File: config.mk
export PLATFORM = sky130hd
export DESIGN_NAME = aim_step_driver
export DESIGN_NICKNAME = d
export VERILOG_FILES = /design/src/rtl/aim_step_driver.sv
export SDC_FILE = /design/constraint.sdc
export NUM_CORES = 1
export LEC_CHECK = 0
export ABC_CLOCK_PERIOD_IN_PS = 4100
export BUFFER_PORTS_ARGS = -buffer_cell sky130_fd_sc_hd__buf_2
export CORE_ASPECT_RATIO = 0.8
export CORE_MARGIN = 5
export CORE_UTILIZATION = 55
export DETAILED_ROUTE_END_ITERATION = 7
export PLACE_DENSITY_LB_ADDON = 0.1
export SLEW_MARGIN = 40
export SYNTH_ARGS = -nofsm -noshare
export SYNTH_HDL_FRONTEND = slang
export SYNTH_SLANG_ARGS = --single-unit
File: constraint.sdc
create_clock -name clock -period 4.1 [get_ports clock]
set_input_delay 0.205 -clock clock [delete_from_list [all_inputs] [get_ports clock]]
set_output_delay 0.205 -clock clock [all_outputs]
set_load 0.1 [all_outputs]
File: src/rtl/aim_step_driver.sv
// Stepper driver for the audio aim head: turns steering commands into
// step/direction pulse trains and tracks absolute head position.
module aim_step_driver #(
  parameter logic [15:0] STEP_PERIOD = 16'd50000,
  parameter logic [15:0] PULSE_WIDTH = 16'd100,
  parameter logic [11:0] POS_MAX     = 12'd2048,
  parameter logic [11:0] POS_CENTER  = 12'd1024
) (
  input  logic        clock,
  input  logic        reset,
  input  logic        dir,
  input  logic [7:0]  val,
  input  logic        done,
  output logic        step,
  output logic        motor_dir,
  output logic        busy,
  output logic        ack,
  output logic [11:0] pos,
  output logic        at_limit
);

  typedef enum logic [1:0] {
    IDLE,
    SETUP,
    PULSE_HI,
    PULSE_LO
  } state_t;

  localparam logic [15:0] HI_LAST = PULSE_WIDTH - 16'd1;
  localparam logic [15:0] LO_LAST = STEP_PERIOD - PULSE_WIDTH - 16'd1;

  state_t      state, state_n;
  logic [15:0] cnt, cnt_n;
  logic [7:0]  rem, rem_n;
  logic [11:0] pos_n;
  logic        motor_dir_n;
  logic        ack_n;
  logic        at_limit_n;
  logic        check;
  logic        blocked;

  assign blocked = motor_dir ? (pos == 12'd0) : (pos == POS_MAX);
  assign step    = (state == PULSE_HI);
  assign busy    = (state != IDLE);

  always_ff @(posedge clock) begin
    if (reset) begin
      state     <= IDLE;
      cnt       <= '0;
      rem       <= '0;
      pos       <= POS_CENTER;
      motor_dir <= 1'b0;
      ack       <= 1'b0;
      at_limit  <= 1'b0;
    end else begin
      state     <= state_n;
      cnt       <= cnt_n;
      rem       <= rem_n;
      pos       <= pos_n;
      motor_dir <= motor_dir_n;
      ack       <= ack_n;
      at_limit  <= at_limit_n;
    end
  end

  always_comb begin
    state_n     = state;
    cnt_n       = cnt + 16'd1;
    rem_n       = rem;
    pos_n       = pos;
    motor_dir_n = motor_dir;
    ack_n       = 1'b0;
    at_limit_n  = at_limit;
    check       = 1'b0;
    unique case (state)
      IDLE: begin
        cnt_n = '0;
        // gating on ack keeps a held done with val=0 from pulsing ack back to back
        if (done && !ack) begin
          ack_n = 1'b1;
          if (val != 8'd0) begin
            motor_dir_n = dir;
            rem_n       = val;
            at_limit_n  = 1'b0;
            state_n     = SETUP;
          end
        end
      end
      SETUP: begin
        check = 1'b1;
      end
      PULSE_HI: begin
        if (cnt == HI_LAST) begin
          pos_n   = motor_dir ? pos - 12'd1 : pos + 12'd1;
          rem_n   = rem - 8'd1;
          cnt_n   = '0;
          state_n = PULSE_LO;
        end
      end
      PULSE_LO: begin
        if (cnt == LO_LAST) begin
          if (rem == 8'd0) begin
            cnt_n   = '0;
            state_n = IDLE;
          end else begin
            check = 1'b1;
          end
        end
      end
      default: state_n = IDLE;
    endcase
    if (check) begin
      cnt_n = '0;
      if (blocked) begin
        state_n    = IDLE;
        at_limit_n = 1'b1;
        rem_n      = '0;
      end else begin
        state_n = PULSE_HI;
      end
    end
  end

endmodule

# ---- After elaboration in Yosys (flattened, before gate mapping)
# Index checks and enable logic that the tools add are counted.
# Widths: inputs -> output; s select.
dict set report op_classes {
  eq_ne 11
  addsub 4
  bitwise 1
  muxes 29
  reduce_logical 13
}
# op count
set op_table {}
lappend op_table {{$mux 16} 3}
lappend op_table {{$pmux 16 s3} 1}
lappend op_table {{$mux 8} 5}
lappend op_table {{$add 16x1->16 const B} 1}
lappend op_table {{$eq 16x16->1 const B} 1}
lappend op_table {{$eq 16x7->1 const B} 1}
lappend op_table {{$pmux 8 s2} 1}
lappend op_table {{$mux 2} 7}
lappend op_table {{$add 12x1->12 const B} 1}
lappend op_table {{$eq 12x12->1 const B} 1}
lappend op_table {{$logic_not 12->1} 1}
lappend op_table {{$mux 12} 1}
lappend op_table {{$ne 3x3->1 const B} 4}
lappend op_table {{$sub 12x1->12 const B} 1}
lappend op_table {{$mux 1} 9}
lappend op_table {{$logic_not 8->1} 1}
lappend op_table {{$reduce_bool 8->1} 1}
lappend op_table {{$sub 8x1->8 const B} 1}
lappend op_table {{$pmux 2 s3} 1}
lappend op_table {{$reduce_and 6->1} 1}
lappend op_table {{$eq 2x2->1 const B} 2}
lappend op_table {{$reduce_bool 4->1} 1}
lappend op_table {{$reduce_or 2->1} 2}
lappend op_table {{$ne 3x1->1 const B} 1}
lappend op_table {{9 further kinds} 9}
dict set report word_totals {
  reg_bits 41
  input_bits 12
  wordCells 65
  out_inout_bits 17
}

# ---- Logic depth before layout (Yosys ltp)
dict set report logic_depth {
  ltp_word 6
  mapped_depth 9
}

# ---- Worst setup path before layout
# No wires, ideal clock.
dict set report synth_path {
  path_kind {register to register}
  from {register motor_dir}
  to {register pos[11]}
  stages_incl_launch_ff 8
  arrival_ns 3.061
  period_less_slack_ns 3.182
  slack_ns 0.918
  setup_time_ns 0.121
  n_path_buf 0
  cell_sequence {dfxtp_1 ha_1 a211o_1 a211o_1 a41o_1 a21oi_1 mux2i_1 mux2_2}
}
dict set report synth_via {
  elab_chain_cells 1
}
# item line
set synth_rtl {}
lappend synth_rtl {{from (decl)} 15} ;# output logic motor_dir,
lappend synth_rtl {{from (signal assigned)} 60} ;# motor_dir <= motor_dir_n;
lappend synth_rtl {{$mux 12} 94} ;# pos_n = motor_dir ? pos - 12'd1 : pos + 12'd1;
lappend synth_rtl {{to (signal assigned)} 59} ;# pos <= pos_n;
lappend synth_rtl {{to (decl)} 18} ;# output logic [11:0] pos,
# Every way passes these cells.
# A chain may end at the register's enable or synchronous reset.

# ---- Worst setup path in the final report
# Same ends and word-level chain as after synthesis.

==> flow_metrics.py <==
metrics = {
    "clock_tree": {
        "clock_path_buffers": 2,
        "cts_setup_buffers": 0,
        "clk_latency_ps": 290,
        "cts_root_buf": "clkbuf_8",
        "cts_resized": 0,
        "cts_buffers": 5,
        "cts_tree": "yes",
        "cts_hold_buf": 0,
        "clk_pin_slew_ps": 80,
        "htree_levels": 2,
        "clock-sinks": 41,
    },
    "logic_synthesis": {
        "yosys_warnings": 0,
        "synth.net_count": 331,
        "yosysSeqAreaShare": 0.3257,
        "synth-main-ff-cell": "dfxtp_1",
        "synth_area_per_cell_sq_um": 8.428,
        "synthArstFlopShare": 0,
        "yosysUniqueCellTypes": 50,
        "synth_edf_count": 0,
        "syn_area_sq_mm": 0.002520,
        "ys_seq_elements": 41,
        "synthCells": 299,
    },
    "min_path": {
        "hold_path.class": "in2reg",
    },
    "setup_path": {
        "setup.worst_path.start": "motor_dir",
        "cp.required_ps": 4290,
        "arrival_ps": 2860,
        "cp-start-kind": "register",
        "crit_cells": 7,
        "crit_chain": "ha_1 > a211o_1 > a211o_1 > a41o_1 > a21oi_1 > mux2i_1 > mux2_2",
        "r2r_end": "pos[11]",
        "worst-path-buf-inv": 0,
        "timing.rr.start": "motor_dir",
        "reg2reg_slack_ps": 1430,
        "max_stage_delay_ps": 670,
        "cp_slowest_cell": "dfxtp_1",
        "cp-endpoint": "pos[11]",
        "critPathKind": "reg2reg",
        "crit_path_end_kind": "register",
        "crit_family": "compound AO/OA/AOI/OAI gates",
        "reg2reg_depth": 7,
        "cp_common_cell": "a211o_1",
        "crit_fanout": 14,
    },
    "detailed_routing": {
        "drc_errors": 0,
        "routed_wl_microns": 5519,
        "viasPerCell": 5.652,
        "drt_pass1_iterations": 4,
        "wl_per_cell_microns": 14.34,
        "drtAntennaViolNets": 0,
        "via_count": 2176,
        "drt-initial-drc-count": 116,
    },
    "global_routing": {
        "grt_pass1_wl_microns": 9301,
        "grt_pass1_vias": 1979,
        "antenna_found_initial": 0,
        "overflow": 0,
        "grt_usage": 0.1892,
        "grt_max_degree": 23,
    },
    "pwr": {
        "power_switching_mw": 0.5057,
        "comb_power_share": 0.386,
        "pwr-share-seq": 0.382,
        "power_density_mw_per_mm2": 449.0,
        "power.clock.fraction": 0.232,
        "leakagePower_nw": 1.183,
        "vdd_drop_max_v": 0.0006043,
        "power.share.switching": 0.4048,
        "internal_power_mw": 0.7437,
    },
    "placement": {
        "gp_congestion": 0.8080,
        "post-place-ws_ps": 1437,
        "placement.io_buffers": 28,
        "hpwlAfterDp_microns": 4019,
        "dp_cells": 377,
    },
    "sta": {
        "period_minus_slack_ps": 2668,
        "maxSlewViolCount": 0,
        "rsz0062_at_grt": "no",
        "finClkSkew_ps": 6.491,
        "tightest_slew_ps": 662.3,
        "setup_viol": 0,
        "hold_viol_final": 0,
        "fin_hold_ws_ps": 143.0,
        "worst_slack_ps": 1432,
        "slew_headroom": 0.5572,
        "setup_tns_ps": 0,
        "fin_crit_sh": 0.6507,
        "fmax_mhz": 374.8,
    },
    "status": {
        "outcome": "finished, final reports clean",
    },
    "floorplanning": {
        "start_util": 0.5582,
        "die_h_microns": 70.54,
        "pin_count": 29,
        "dieArea_sq_mm": 0.006044,
        "core_sq_mm": 0.004514,
        "row_count": 22,
        "die_x_microns": 85.68,
    },
    "final_layout": {
        "layout-drive-gt1-share": 0.1292,
        "diodes": 0,
        "area_growth_pct": 10.43,
        "final_common_cell": "nor2_1",
        "final_cell_mix": "nor2_1, dfxtp_1, buf_2",
        "layoutNonFillerInstCount": 385,
        "fin_nets": 356,
    },
    "flow_run": {
        "drv_cap": 0,
    },
}
[synth_stat cells (2+ instances only)]
cell      count  area share
nand4_1       6       0.015
ha_1         19       0.094
and4_1        2      0.0070
a31oi_1       2      0.0050
nor2_1       45       0.067
a221oi_1      2      0.0070
nor2b_1      12       0.030
xor2_1       10       0.035
buf_6         2      0.0089
a222oi_1      5       0.020
or4_1         3      0.0089
clkbuf_1      7       0.010
dfxtp_1      41        0.33
nand3b_1      5       0.015
a21oi_1      19       0.038
nand2b_1      2      0.0050
a211oi_1      2      0.0060
nor3_1        5      0.0099
nor4_1        3      0.0074
nand2_1      20       0.030
inv_1        10       0.015
nand3_1       9       0.018
o21a_1        3      0.0089
o21ai_0      11       0.022
xnor2_1      16       0.056
and3_1        5       0.012
a21o_1        8       0.024
a211o_1       3       0.010
[worst min path at each step]
stage / start / end / slack, ps / cells past startpoint
after floorplan: dir / motor_dir / 340 / 2
after global placement: cnt[0] / cnt[0] / 440 / 1
after detailed placement: dir / motor_dir / 440 / 3
after CTS: dir / motor_dir / 130 / 3
after global routing: dir / motor_dir / 150 / 3
final: dir / motor_dir / 140 / 3
[state kept, by name, summed over array words and instances, names as in the netlist]
signal,count
cnt,16
state,2
motor_dir,1
ack,1
at_limit,1
rem,8
pos,12
[per-stage QoR]
| stage | power, mW | cell area [sq um] | util |
|---|---|---|---|
| after floorplan | 0.8726 | 2520 | - |
| after global routing | 1.328 | 2783 | 0.6164 |
| after global placement | 0.9532 | 2681 | 0.5940 |
| after detailed placement | 0.9615 | 2681 | 0.5940 |
| final | 1.249 | 2783 | 0.6164 |
| after CTS | 1.259 | 2783 | 0.6164 |
[worst reg2reg max path, cell delays in order, from the launching register on]
cell and delay [ps]:
dfxtp_1 670, ha_1 350, a211o_1 330, a211o_1 280, a41o_1 230, a21oi_1 170, mux2i_1 210, mux2_2 340
[logic make-up (layout without fill, tap and decap cells)]
kind of cell,count (synthesis),count (layout),synth area share
AND/OR/NAND/NOR,126,126,0.2622
adder cells (fa/ha/maj),20,20,0.1023
XOR/XNOR,26,26,0.09036
multiplexers,2,2,0.008441
flip-flops,41,41,0.3257
AO/OA/AOI/OAI,64,64,0.1748
buffers and inverters,20,46,0.03625
[routing by layer]
metal / vias up / routed length (microns) / GRT usage
met2: 51 / 2313 / 0.2724
met3: 7 / 338 / 0.03725
met4: 0 / 68 / 0.05272
met1: 999 / 2799 / 0.2854
met5: - / 0 / 0
li1: 1119 / - / -
[power by group through the flow]
stage,sequential (mW),clock (mW),combinational [mW]
2_1_floorplan,0.505,0,0.368
3_3_place_gp,0.485,0,0.468
3_5_place_dp,0.487,0,0.475
4_1_cts,0.477,0.300,0.481
5_1_grt,0.483,0.318,0.528
6_report,0.478,0.290,0.482
[layout make-up]
class / instances / area (sq um)
Fill cell: 411 / 1732
Multi-Input combinational cell: 238 / 1608
Sequential cell: 41 / 820.8
Timing Repair Buffer: 28 / 140.1
Clock buffer: 7 / 96.34
Tap cell: 60 / 75.07
Inverter: 10 / 37.54
Clock inverter: 1 / 5.005
Power figures use the tool's default switching activity.
